<file path="src/rtl/wb_trace_fifo.sv">
// ============================================================================
// wb_trace_fifo : writeback register-write trace capture FIFO (FWFT drain port)
// Optional build macro: WB_TRACE_SKIP_ZERO_EN (drop $0 writes before capture)
// Revision: 1.0
// ============================================================================
`default_nettype none

module wb_trace_fifo #(
   parameter int DEPTH      = 16,
   parameter int ADDR_WIDTH = 5,
   parameter int DATA_WIDTH = 32,
   parameter int SEQ_WIDTH  = 16
) (
   input  logic                     clk,
   input  logic                     rst,
   input  logic                     trace_en,
   input  logic                     flush,
   input  logic                     reg_write_enable,
   input  logic [ADDR_WIDTH-1:0]    reg_write_addr,
   input  logic [DATA_WIDTH-1:0]    reg_write_data,
   output logic                     out_valid,
   input  logic                     out_ready,
   output logic [ADDR_WIDTH-1:0]    out_addr,
   output logic [DATA_WIDTH-1:0]    out_data,
   output logic [SEQ_WIDTH-1:0]     out_seq,
   output logic [$clog2(DEPTH):0]   level,
   output logic                     overflow,
   output logic [SEQ_WIDTH-1:0]     drop_count
);

   localparam int PTR_W = $clog2(DEPTH);
   localparam int LVL_W = PTR_W + 1;
   localparam int REC_W = ADDR_WIDTH + DATA_WIDTH + SEQ_WIDTH;

   localparam logic [LVL_W-1:0] c_depth    = LVL_W'(DEPTH);
   localparam logic [LVL_W-1:0] c_lvl_one  = LVL_W'(1);
   localparam logic [PTR_W-1:0] c_ptr_one  = PTR_W'(1);
   localparam logic [SEQ_WIDTH-1:0] c_seq_one = SEQ_WIDTH'(1);

   logic [REC_W-1:0]      mem_q [DEPTH];
   logic [REC_W-1:0]      mem_d [DEPTH];
   logic [PTR_W-1:0]      wr_ptr_q, wr_ptr_d;
   logic [PTR_W-1:0]      rd_ptr_q, rd_ptr_d;
   logic [LVL_W-1:0]      level_q, level_d;
   logic [SEQ_WIDTH-1:0]  seq_q, seq_d;
   logic [SEQ_WIDTH-1:0]  drop_count_q, drop_count_d;
   logic                  overflow_q, overflow_d;

   logic                  capture;
   logic                  pop;
   logic                  full;
   logic                  push_ok;
   logic                  drop;
   logic [REC_W-1:0]      head_rec;

`ifdef WB_TRACE_SKIP_ZERO_EN
   // $0 writes are architecturally invisible, so they never consume a sequence number
   assign capture = reg_write_enable & trace_en & (reg_write_addr != '0);
`else
   assign capture = reg_write_enable & trace_en;
`endif

   assign out_valid = (level_q != '0);
   assign full      = (level_q == c_depth);
   assign pop       = out_valid & out_ready;
   // A full FIFO can still accept when the head leaves in the same cycle
   assign push_ok   = capture & (~full | pop);
   assign drop      = capture & full & ~pop;

   always_comb begin
      wr_ptr_d     = wr_ptr_q;
      rd_ptr_d     = rd_ptr_q;
      level_d      = level_q;
      overflow_d   = overflow_q;
      drop_count_d = drop_count_q;
      seq_d        = capture ? (seq_q + c_seq_one) : seq_q;

      if (flush) begin
         wr_ptr_d     = '0;
         rd_ptr_d     = '0;
         level_d      = '0;
         overflow_d   = 1'b0;
         drop_count_d = '0;
      end else begin
         if (push_ok) begin
            wr_ptr_d = wr_ptr_q + c_ptr_one;
         end
         if (pop) begin
            rd_ptr_d = rd_ptr_q + c_ptr_one;
         end
         if (push_ok && !pop) begin
            level_d = level_q + c_lvl_one;
         end else if (pop && !push_ok) begin
            level_d = level_q - c_lvl_one;
         end
         if (drop) begin
            overflow_d = 1'b1;
            if (drop_count_q != '1) begin
               drop_count_d = drop_count_q + c_seq_one;
            end
         end
      end
   end

   always_comb begin
      mem_d = mem_q;
      if (push_ok && !flush) begin
         mem_d[wr_ptr_q] = {reg_write_addr, reg_write_data, seq_q};
      end
   end

   // Storage carries no reset; validity is governed entirely by level_q
   always_ff @(posedge clk) begin
      mem_q <= mem_d;
   end

   always_ff @(posedge clk or negedge rst) begin
      if (!rst) begin
         wr_ptr_q     <= '0;
         rd_ptr_q     <= '0;
         level_q      <= '0;
         seq_q        <= '0;
         drop_count_q <= '0;
         overflow_q   <= 1'b0;
      end else begin
         wr_ptr_q     <= wr_ptr_d;
         rd_ptr_q     <= rd_ptr_d;
         level_q      <= level_d;
         seq_q        <= seq_d;
         drop_count_q <= drop_count_d;
         overflow_q   <= overflow_d;
      end
   end

   // Head fields are forced to zero when empty so uninitialised storage never shows
   assign head_rec   = out_valid ? mem_q[rd_ptr_q] : '0;
   assign out_addr   = head_rec[REC_W-1 -: ADDR_WIDTH];
   assign out_data   = head_rec[SEQ_WIDTH +: DATA_WIDTH];
   assign out_seq    = head_rec[SEQ_WIDTH-1:0];
   assign level      = level_q;
   assign overflow   = overflow_q;
   assign drop_count = drop_count_q;

endmodule

`default_nettype wire
</file>
<file path="config.mk">
export PLATFORM = sky130hd
export DESIGN_NAME = wb_trace_fifo
export DESIGN_NICKNAME = d
export VERILOG_FILES = /design/src/rtl/wb_trace_fifo.sv
export SDC_FILE = /design/constraint.sdc
export NUM_CORES = 1
export LEC_CHECK = 0
export ABC_AREA = 1
export BUFFER_PORTS_ARGS = -buffer_cell sky130_fd_sc_hd__buf_2
export CORE_MARGIN = 3
export CORE_UTILIZATION = 30
export DETAILED_ROUTE_END_ITERATION = 10
export PLACE_DENSITY = 0.54
export SYNTH_ARGS = -nofsm -noshare
export SYNTH_HDL_FRONTEND = slang
export SYNTH_SLANG_ARGS = --single-unit
</file>
<file path="constraint.sdc">
create_clock -name clk -period 13.8 [get_ports clk]
set_input_delay 1.38 -clock clk [delete_from_list [all_inputs] [get_ports clk]]
set_output_delay 1.38 -clock clk [all_outputs]
set_load 0.005 [all_outputs]
</file>
==> results.md, run 1 <==
- Status: finished, final reports clean
- Worst setup EP type: output pin
- Post-synth top cells: edfxtp_1, nor2_1, o21ai_0, o211ai_1, o21ai_1
- Area share of the largest cell type after synthesis: 70.88%
- Worst-skew pair later-pin latency: ~0.64 ns
- Worst Path Required: roughly 12 ns
- Peak supply drop: 0.1929 mV
- CP cell instances: buf_12 -> buf_4 -> nor2_1 -> nor2_1 -> o21ai_0 -> o211ai_1 -> nand3_1 -> a21oi_1 -> buf_2
- RSZ-0062 raised after global routing: no
- Achievable Freq: about 0.17 GHz
- Grt total ovfl: 0
- Die X-Extent: 352.0 um
- Worst path buffer plus inverter count: 3
- Seq/Total Area, Yosys: between 70 and 80%
- Root Driver: clkbuf_16
- M1 WL: between 40000 and 50000 um
- GPL Wtd Cong: between 0.7 and 0.8
- Min-delay worst type: flip-flop to flip-flop
- Via count: 22350
- CP max-delay cell: buf_4
- GRT Overall Usage: between 10% and 20%
- Post-CTS Setup Bufs: 0
- DRC: 0
- Worst-margin pin slew: roughly 1.2 ns
- Top cells by area, synth: edfxtp_1, nor2_1, o211ai_1, o21ai_0, dfrtp_1
- YS warnings: 0
- Drt first pass iters: 6
- Syn Std Cell Area: about 36000 um^2
- P&R area growth vs syn: 14.38%
- Syn Nets: approximately 2900
- Filler instances: 11550
- Power density over cell area: roughly 170 nW/um^2
- Row count: around 130
- Met3 wire len: 4699 um
- Multi-input gate area: roughly 8400 um^2
- Max incr delay on CP: ~0.90 ns
- Clock sink total: between 800 and 900
- Starting Density: a little under a third
- Syn avg cell area: about 13 um^2
- CP startpoint kind: flip-flop
- DR top layer: met4
- Layout Utilization: about a third
- Clock H-tree levels: 3
- Slack of the critical path: roughly 8.0 ns
- Area after DPL: roughly 38000 um^2
- Worst Clk Skew: about 0.025 ns
- Overall Power: roughly 7 mW
- Vias per cell: about 4.9
- Final max-slew violation count: 0
- Clock Path Buffers: 3
- Wire per inst: 20.68 um
- Worst slew margin: about 23%
- Antenna violations before repair: 5
- Worst setup path category: flip-flop to output pin
- Min Tclk post-route: 5.753 ns
- Setup WS pre-CTS: ~8.5 ns
- Max-Cap Viols: 0
- Fin area: 41090 um^2
- First-pass GRT wire length: between 100000 and 150000 um
- CTS tree: built
- Final setup viols: 0
- Worst path arrival time: between 4 and 5 ns
- CTS Buf Count: 93
- Resize count post-CTS: 0
- EDFF count, synth: 848
- FF+latch area: 26630 um^2
- Count leader, synth: edfxtp_1
- Leak pwr: roughly 13 nW
- Clock transition at the registers of the reported paths: around 0.060 ns
- Crit path max-delay family: buffers and inverters
- CP dominant cell by count: nor2_1
- Setup tns final: 0 ns
- Initial DRC Count: between 1500 and 2000
- IO buf count: between 100 and 150
- Syn Inst Count: approximately 2800
- Final Cycle Share: a little over two fifths
- Largest net degree at the start of global routing: ~190
- Routed wl met2: 46310 um
- Post-synth top area cell: edfxtp_1
- Core box area: 118400 um^2
- Most common flop cell mapped by yosys: edfxtp_1
- Final hold violations: 0
- Hpwl dp: between 40000 and 50000 um
- Hold Buf Count CTS: 0
- Share of cells above drive strength 1: roughly 11%
- Io pins: 119
- Final WL: roughly 94000 um
- FF+latch count, synth: between 800 and 900
- Fraction of registers with async set or reset after synthesis: 5.145%
- Library cells used by synthesis: 33
- Total die area: between 100000 and 150000 um^2
- DRT antenna net count: 0
- Die Y: about 350 um
- # nets final: 2941
- Vias in the first global route: about 22000
- Critical path fanouts, max: about 190
worst register-to-register path, cell delays in order (launching register included):
cell and delay [ns]:
dfrtp_1 0.46, nor2_1 0.13, nand3_2 0.16, nand2_2 0.12
a21oi_2 0.29, nand2_1 0.52, nor3_2 0.26, buf_4 0.50
buf_4 0.63
area by class of cell:
class                      count  share of cell area [%]
tap                         1600                   4.872
antenna                        6                 0.03654
multi-input combinational   1687                   20.32
sequential                   894                   64.81
timing repair buffer         168                   2.381
clock inverter                45                   1.084
inverter                      42                  0.4172
clock buffer                 124                   6.075
registers in the layout, summed over array words and instances, names as in the netlist:
signal / flops
drop_count: 16
level: 5
mem_q: 848
overflow: 1
rd_ptr_q: 4
seq_q: 16
wr_ptr_q: 4
where the power goes:
group	internal, mW	leakage [nW]	switching [mW]
clock	1.42	1.44	1.02
combinational	0.456	3.71	1.07
sequential	3.03	8.15	0.0892
total	4.90	13.3	2.18
per-stage QoR:
step,instances,hold slack (ns)
global placement,4391,0.5399
finish,4566,0.5483
CTS,4560,0.5637
global route,4560,0.5900
detailed placement,4391,0.5485
floorplan,2809,0.5158
per-layer routing:
layer | global-route usage, % | vias up
met5 | 0 | -
met4 | 3.825 | 0
met3 | 2.299 | 119
met2 | 25.63 | 514
met1 | 19.89 | 11260
li1 | - | 10460
kinds of logic (layout without fill, tap and decap cells):
family	after synthesis	after routing	synth area share [%]
AO/OA/AOI/OAI	714	714	11.47
AND/OR/NAND/NOR	935	935	10.48
adder cells (fa/ha/maj)	12	12	0.4388
other	0	6	0
buffers and inverters	228	379	2.891
flip-flops	894	894	74.09
XOR/XNOR	26	26	0.6339
path summary, 6_finish.rpt:
path                       slack, ns  cells past startpoint   startpoint             to
max                             8.05                      9  rd_ptr_q[0]     out_seq[4]
min                             0.55                      2     overflow       overflow
max reg2reg                    10.28                      8     level[0]     mem_q[752]
min reg2reg                     0.55                      2     overflow       overflow
max in group asynchronous      12.34                      2          rst    rd_ptr_q[0]
min in group asynchronous       0.90                      2          rst  drop_count[0]
placed cells by master (no fill, tap or decap), drive strengths merged:
master and instances:
o21ai 440, o21bai 1, clkinvlp 1, fa 1, ha 11, dfrtp 46, o21a 1, inv 44
diode 6, nand2 98, buf 168, clkinv 34, o211ai 212, a21oi 58, nand4 8, xor2 21
a21o 1, bufinv 8, nor3b 1, clkbuf 124, nor3 23, or2 1, xnor2 5, nor2 662
a31oi 1, edfxtp 848, nand3 142
No activity file was read; power rests on OpenSTA's default activity.
==> run 2: changes to the inputs <==
Clock period 13.8 ns to 5.3 ns, I/O delays scaled along.
==> results.md, run 2 (synthesized netlist as in run 1, its figures left out) <==
- Core box area: 118400 um^2 (unchanged)
- Status: finished, final reports clean
- Total die area: 123900 um^2 (unchanged)
- Min-delay worst type: input port to async pin
- Achievable Freq: between 0.2 and 0.25 GHz
- Initial DRC Count: 1917 (+5.9%)
- CTS Buf Count: 95 (+2.2%)
- Filler instances: 11520 (-0.28%)
- Commonest non-fill, non-tap cell in the layout: edfxtp_1
- Vias per cell: 4.912 (+0.34%)
- Resize count post-CTS: 0 (unchanged)
- # nets final: 2938 (-0.10%)
- Final WL: 96520 um (+2.2%)
- Worst-margin pin slew: 1.258 ns (+0.09859 ns)
- CP cell instances: buf_4 -> o21ai_0 -> o211ai_1 -> nand3_1 -> a21oi_1 -> buf_2
- Worst-skew pair later-pin latency: 0.65 ns (about the same)
- Final Cycle Share: between 70 and 80%
- Antenna violations before repair: 7 (+2)
- Overall Power: 18.66 mW (+160%)
- Max-Cap Viols: 0 (unchanged)
- Starting Density: 30.34% (unchanged)
- FF-to-FF setup slack: 2.15 ns (-8.13 ns)
- Leak pwr: 13.33 nW (+0.24%)
- Clock transition at the registers of the reported paths: 0.06 ns (about the same)
- Grt total ovfl: 0 (unchanged)
- GRT Overall Usage: 15.14% (+0.15 points)
- Post-CTS Setup Bufs: 0 (unchanged)
- Die X-Extent: 352.0 um (unchanged)
- Setup tns final: 0 ns (unchanged)
- Die Y: 352.0 um (unchanged)
- Clock Path Buffers: 3 (unchanged)
- Io pins: 119 (unchanged)
- Cells on worst reg2reg path: 7 (-1)
- DRC: 0 (unchanged)
- Hpwl dp: 45160 um (-2.2%)
- Final setup viols: 0 (unchanged)
- Final max-slew violation count: 0 (unchanged)
- Setup WS pre-CTS: 1.766 ns (-6.767 ns)
- Start of the worst register-to-register path: level[0]
- Clock sink total: 894 (unchanged)
- Wire per inst: 21.14 um (+2.2%)
- Slack of the critical path: 1.174 ns (-6.873 ns)
- RSZ-0062 raised after global routing: no
- Worst Path Required: 4.77 ns (-7.65 ns)
- Hold Buf Count CTS: 0 (unchanged)
- CTS tree: built
- Final hold violations: 0 (unchanged)
- Min Tclk post-route: 4.126 ns
- Worst setup EP type: output pin
- Root Driver: clkbuf_16
- Worst slew margin: 16.14% (-6.6 points)
- Fin area: 41290 um^2 (+0.48%)
- Largest net degree at the start of global routing: 235 (+22%)
- Vias in the first global route: 21870 (-1.9%)
- DRT antenna net count: 0 (unchanged)
- Share of cells above drive strength 1: 10.94% (-0.11 points)
- IO buf count: 118 (unchanged)
- Clock H-tree levels: 3 (unchanged)
- Worst path arrival time: 3.60 ns (-0.77 ns)
- Worst Clk Skew: 0.01660 ns (-0.008519 ns)
- Max incr delay on CP: 0.89 ns (about the same)
- Row count: 126 (unchanged)
- Drt first pass iters: 5 (-1)
- Peak supply drop: 0.5421 mV (+180%)
- Largest Register: mem_q
- GPL Wtd Cong: 0.7217 (+0.45%)
- P&R area growth vs syn: 14.92%
- Critical path fanouts, max: 98 (-49%)
- First-pass GRT wire length: 143900 um (+0.39%)
- Power density over cell area: 451.9 nW/um^2 (+160%)
- CP max-delay cell: buf_4
- Worst path buffer plus inverter count: 2 (-1)
- Worst setup path category: flip-flop to output pin
- Critical path depth: 6 (-3)
- CP startpoint kind: flip-flop
- CP startpoint: rd_ptr_q[1]
- Area after DPL: 38260 um^2 (+0.33%)
- Via count: 22430 (+0.34%)
- Max reg flops: 848 (unchanged)
- Worst reg2reg endpoint: mem_q[393]
- Commonest cells after routing, fill and taps aside: edfxtp_1, nor2_1, o21ai_0
- Crit path max-delay family: buffers and inverters
## run 2: cell count changes in the layout (fill, tap and decap cells not counted), sizes merged
cell | before | now
buf | 168 | 163
clkbuf | 124 | 128
clkinv | 34 | 36
bufinv | 8 | 7
diode | 6 | 5
inv | 44 | 45
## run 2: how the worst max path moves through the flow
| stage | end |
|---|---|
| 2_1_floorplan | mem_q[636] |
| 3_3_place_gp | out_seq[6] |
| 3_5_place_dp | out_seq[6] |
| 4_1_cts | out_seq[6] |
| 5_1_grt | out_seq[6] |
| 6_report | out_seq[1] |
## run 2: where the power goes
| part | switching [mW] | leakage, nW | internal [mW] | total, mW |
|---|---|---|---|---|
| registers | 0.184 | 8.15 | 7.89 | 8.07 |
| logic | 2.89 | 3.71 | 1.22 | 4.11 |
| clock network | 2.69 | 1.47 | 3.78 | 6.47 |
## run 2: cell type report
| class | count | area, um^2 | area share, % |
|---|---|---|---|
| clock inverter | 47 | 409.1 | 0.9910 |
| clock buffer | 128 | 2606 | 6.313 |
| sequential | 894 | 26630 | 64.50 |
| multi-input combinational | 1687 | 8351 | 20.23 |
| antenna | 5 | 12.51 | 0.03031 |
| inverter | 42 | 171.4 | 0.4152 |
| tap | 1600 | 2002 | 4.849 |
| timing repair buffer | 163 | 1104 | 2.673 |
## run 2: layer usage
metal | global-route usage [%] | vias up | part of all wire (%)
li1 | - | 10460 | -
met1 | 21.18 | 11270 | 45
met2 | 24.48 | 581 | 47
met3 | 2.185 | 125 | 5.5
met4 | 4.398 | 2 | 2.2
met5 | 0 | - | 0.017
## run 2: per-stage QoR
step / instances / hold WS (ns) / utilization [%]
floorplan: 2809 / 0.2344 / -
global placement: 4386 / 0.5380 / 32.31
detailed placement: 4386 / 0.5423 / 32.31
CTS: 4561 / 0.04174 / 34.86
global route: 4561 / 0.08489 / 34.86
finish: 4566 / 0.04340 / 34.87
==> run 3: changes to the inputs <==
Clock period 5.3 ns to 4.3 ns, I/O delays scaled along.
==> results.md, run 3 (synthesized netlist as in run 1, its figures left out) <==
- Status: finished, final reports clean
- CTS Buf Count: 95 (unchanged)
- Hpwl dp: 46200 um (+2.3%)
- DRC: 0 (unchanged)
- CP max-delay cell: buf_4
- Clock H-tree levels: 3 (unchanged)
- Min-delay worst type: input port to flip-flop
- CP startpoint kind: flip-flop
- Worst setup path category: flip-flop to output pin
- IO buf count: 118 (unchanged)
- Vias in the first global route: 21790 (-0.37%)
- Post-CTS Setup Bufs: 0 (unchanged)
- Max reg flops: 848 (unchanged)
- Final WL: 95970 um (-0.57%)
- Final max-slew violation count: 0 (unchanged)
- GRT Overall Usage: 15.13% (about the same)
- Hold Buf Count CTS: 1 (+1)
- Overall Power: 22.89 mW (+23%)
- Clock Path Buffers: 3 (unchanged)
- Largest Register: mem_q
- Filler instances: 11530 (+0.10%)
- # nets final: 2951 (+0.44%)
- FF+latch area: 26630 um^2 (unchanged)
- CP cell instances: buf_4 -> buf_4 -> nor2_1 -> nor2_1 -> o21ai_1 -> o211ai_1 -> nand3_1 -> a21oi_1 -> buf_2
- Setup WS pre-CTS: 1.198 ns (-0.5685 ns)
- Worst setup EP type: output pin
- Worst Clk Skew: 0.02506 ns (+0.008457 ns)
- Final hold violations: 0 (unchanged)
- Final setup viols: 0 (unchanged)
- Wire per inst: 20.95 um (-0.88%)
- Resize count post-CTS: 0 (unchanged)
- Multi-input gate area: 8351 um^2 (unchanged)
- Worst Path Required: 3.87 ns (-0.90 ns)
- Most used routing layer: met2
- Worst-margin pin slew: 1.189 ns (-0.06908 ns)
- Drt first pass iters: 5 (unchanged)
- Largest net degree at the start of global routing: 180 (-23%)
- Max incr delay on CP: 0.60 ns (-0.29 ns)
- Starting Density: 30.34% (unchanged)
- Share of cells above drive strength 1: 11.44% (+0.50 points)
- Worst slew margin: 20.74% (+4.6 points)
- Root Driver: clkbuf_16
- Peak supply drop: 0.4909 mV (-9.4%)
- Commonest non-fill, non-tap cell in the layout: edfxtp_1
- Die X-Extent: 352.0 um (unchanged)
- Total die area: 123900 um^2 (unchanged)
- Setup tns final: 0 ns (unchanged)
- Antenna violations before repair: 9 (+2)
- Max-Cap Viols: 0 (unchanged)
- Grt total ovfl: 0 (unchanged)
- Achievable Freq: about 0.27 GHz
- Clock sink total: 894 (unchanged)
- P&R area growth vs syn: 15.39%
- Clock transition at the registers of the reported paths: 0.06 ns (about the same)
- Min Tclk post-route: 3.747 ns
- Row count: 126 (unchanged)
- Met1 Use GR: 20.71% (-0.47 points)
- DRT antenna net count: 0 (unchanged)
- GPL Wtd Cong: 0.7083 (-1.9%)
- RSZ-0062 raised after global routing: no
- Worst-skew pair later-pin latency: 0.65 ns (about the same)
- Leak pwr: 13.41 nW (+0.58%)
- Final Cycle Share: 87.13%
- Die Y: 352.0 um (unchanged)
- Worst path arrival time: 3.32 ns (-0.28 ns)
- CTS tree: built
- Commonest cells after routing, fill and taps aside: edfxtp_1, nor2_1, o21ai_0
- Initial DRC Count: 1895 (-1.1%)
- Met2 usage: 24.97% (+0.50 points)
- Critical path fanouts, max: 66 (-33%)
- Core box area: 118400 um^2 (unchanged)
- Io pins: 119 (unchanged)
- Via count: 22330 (-0.46%)
- Vias per cell: 4.874 (-0.77%)
- Slack of the critical path: 0.5534 ns (-0.6202 ns)
- Met3 Usage GRT: 2.605% (+0.42 points)
- First-pass GRT wire length: 143400 um (-0.34%)
- Power density over cell area: 552.3 nW/um^2 (+22%)
## run 3: metal layers
metal	part of all wire (%)	wire length [um]	up-vias
met5	0.014	13	-
met4	1.8	1722	2
met3	5.2	4995	133
met2	48	46110	534
met1	45	43120	11180
li1	-	-	10480
## run 3: final timing paths
check | to | cells past startpoint | start | slack, ns
max in group asynchronous | rd_ptr_q[2] | 3 | rst | 3.20
hold / removal | mem_q[306] | 1 | reg_write_data[25] | 0.15
hold reg to reg | overflow | 2 | overflow | 0.54
setup / recovery | out_seq[7] | 9 | rd_ptr_q[0] | 0.55
setup reg to reg | mem_q[116] | 7 | level[0] | 1.37
min in group asynchronous | drop_count[1] | 3 | rst | 0.50
## run 3: worst max-delay path, delay by kind of cell, from the launching register on
family	cells	cell delay (ns)
flops	1	0.49
simple gates	3	0.29
buf+inv	3	1.32
compound gates	3	0.55
## run 3: power by group
part           total [mW]  internal (mW)  switching, mW  leakage (nW)
Clock                7.86           4.54           3.32          1.46
Combinational        5.12           1.55           3.57          3.81
Sequential           9.91           9.72          0.191          8.15
Total                22.9           15.8           7.08          13.4
## run 3: per-stage QoR
step	area (um^2)	hold WS (ns)	cells	utilization, %
final	41450	0.1486	4580	35.01
after CTS	41430	0.1087	4572	34.99
after detailed placement	38450	0.5288	4398	32.47
after global placement	38450	0.5103	4398	32.47
after global routing	41430	0.1277	4573	35.00
after floorplan	35920	0.1344	2809	-
## run 3: final cells by class
class	instances	area share (%)
Timing Repair Buffer	176	3.145
Inverter	42	0.4135
Sequential cell	894	64.24
Antenna cell	8	0.04829
Tap cell	1600	4.829
Clock inverter	51	1.020
Clock buffer	122	6.155
Multi-Input combinational cell	1687	20.14
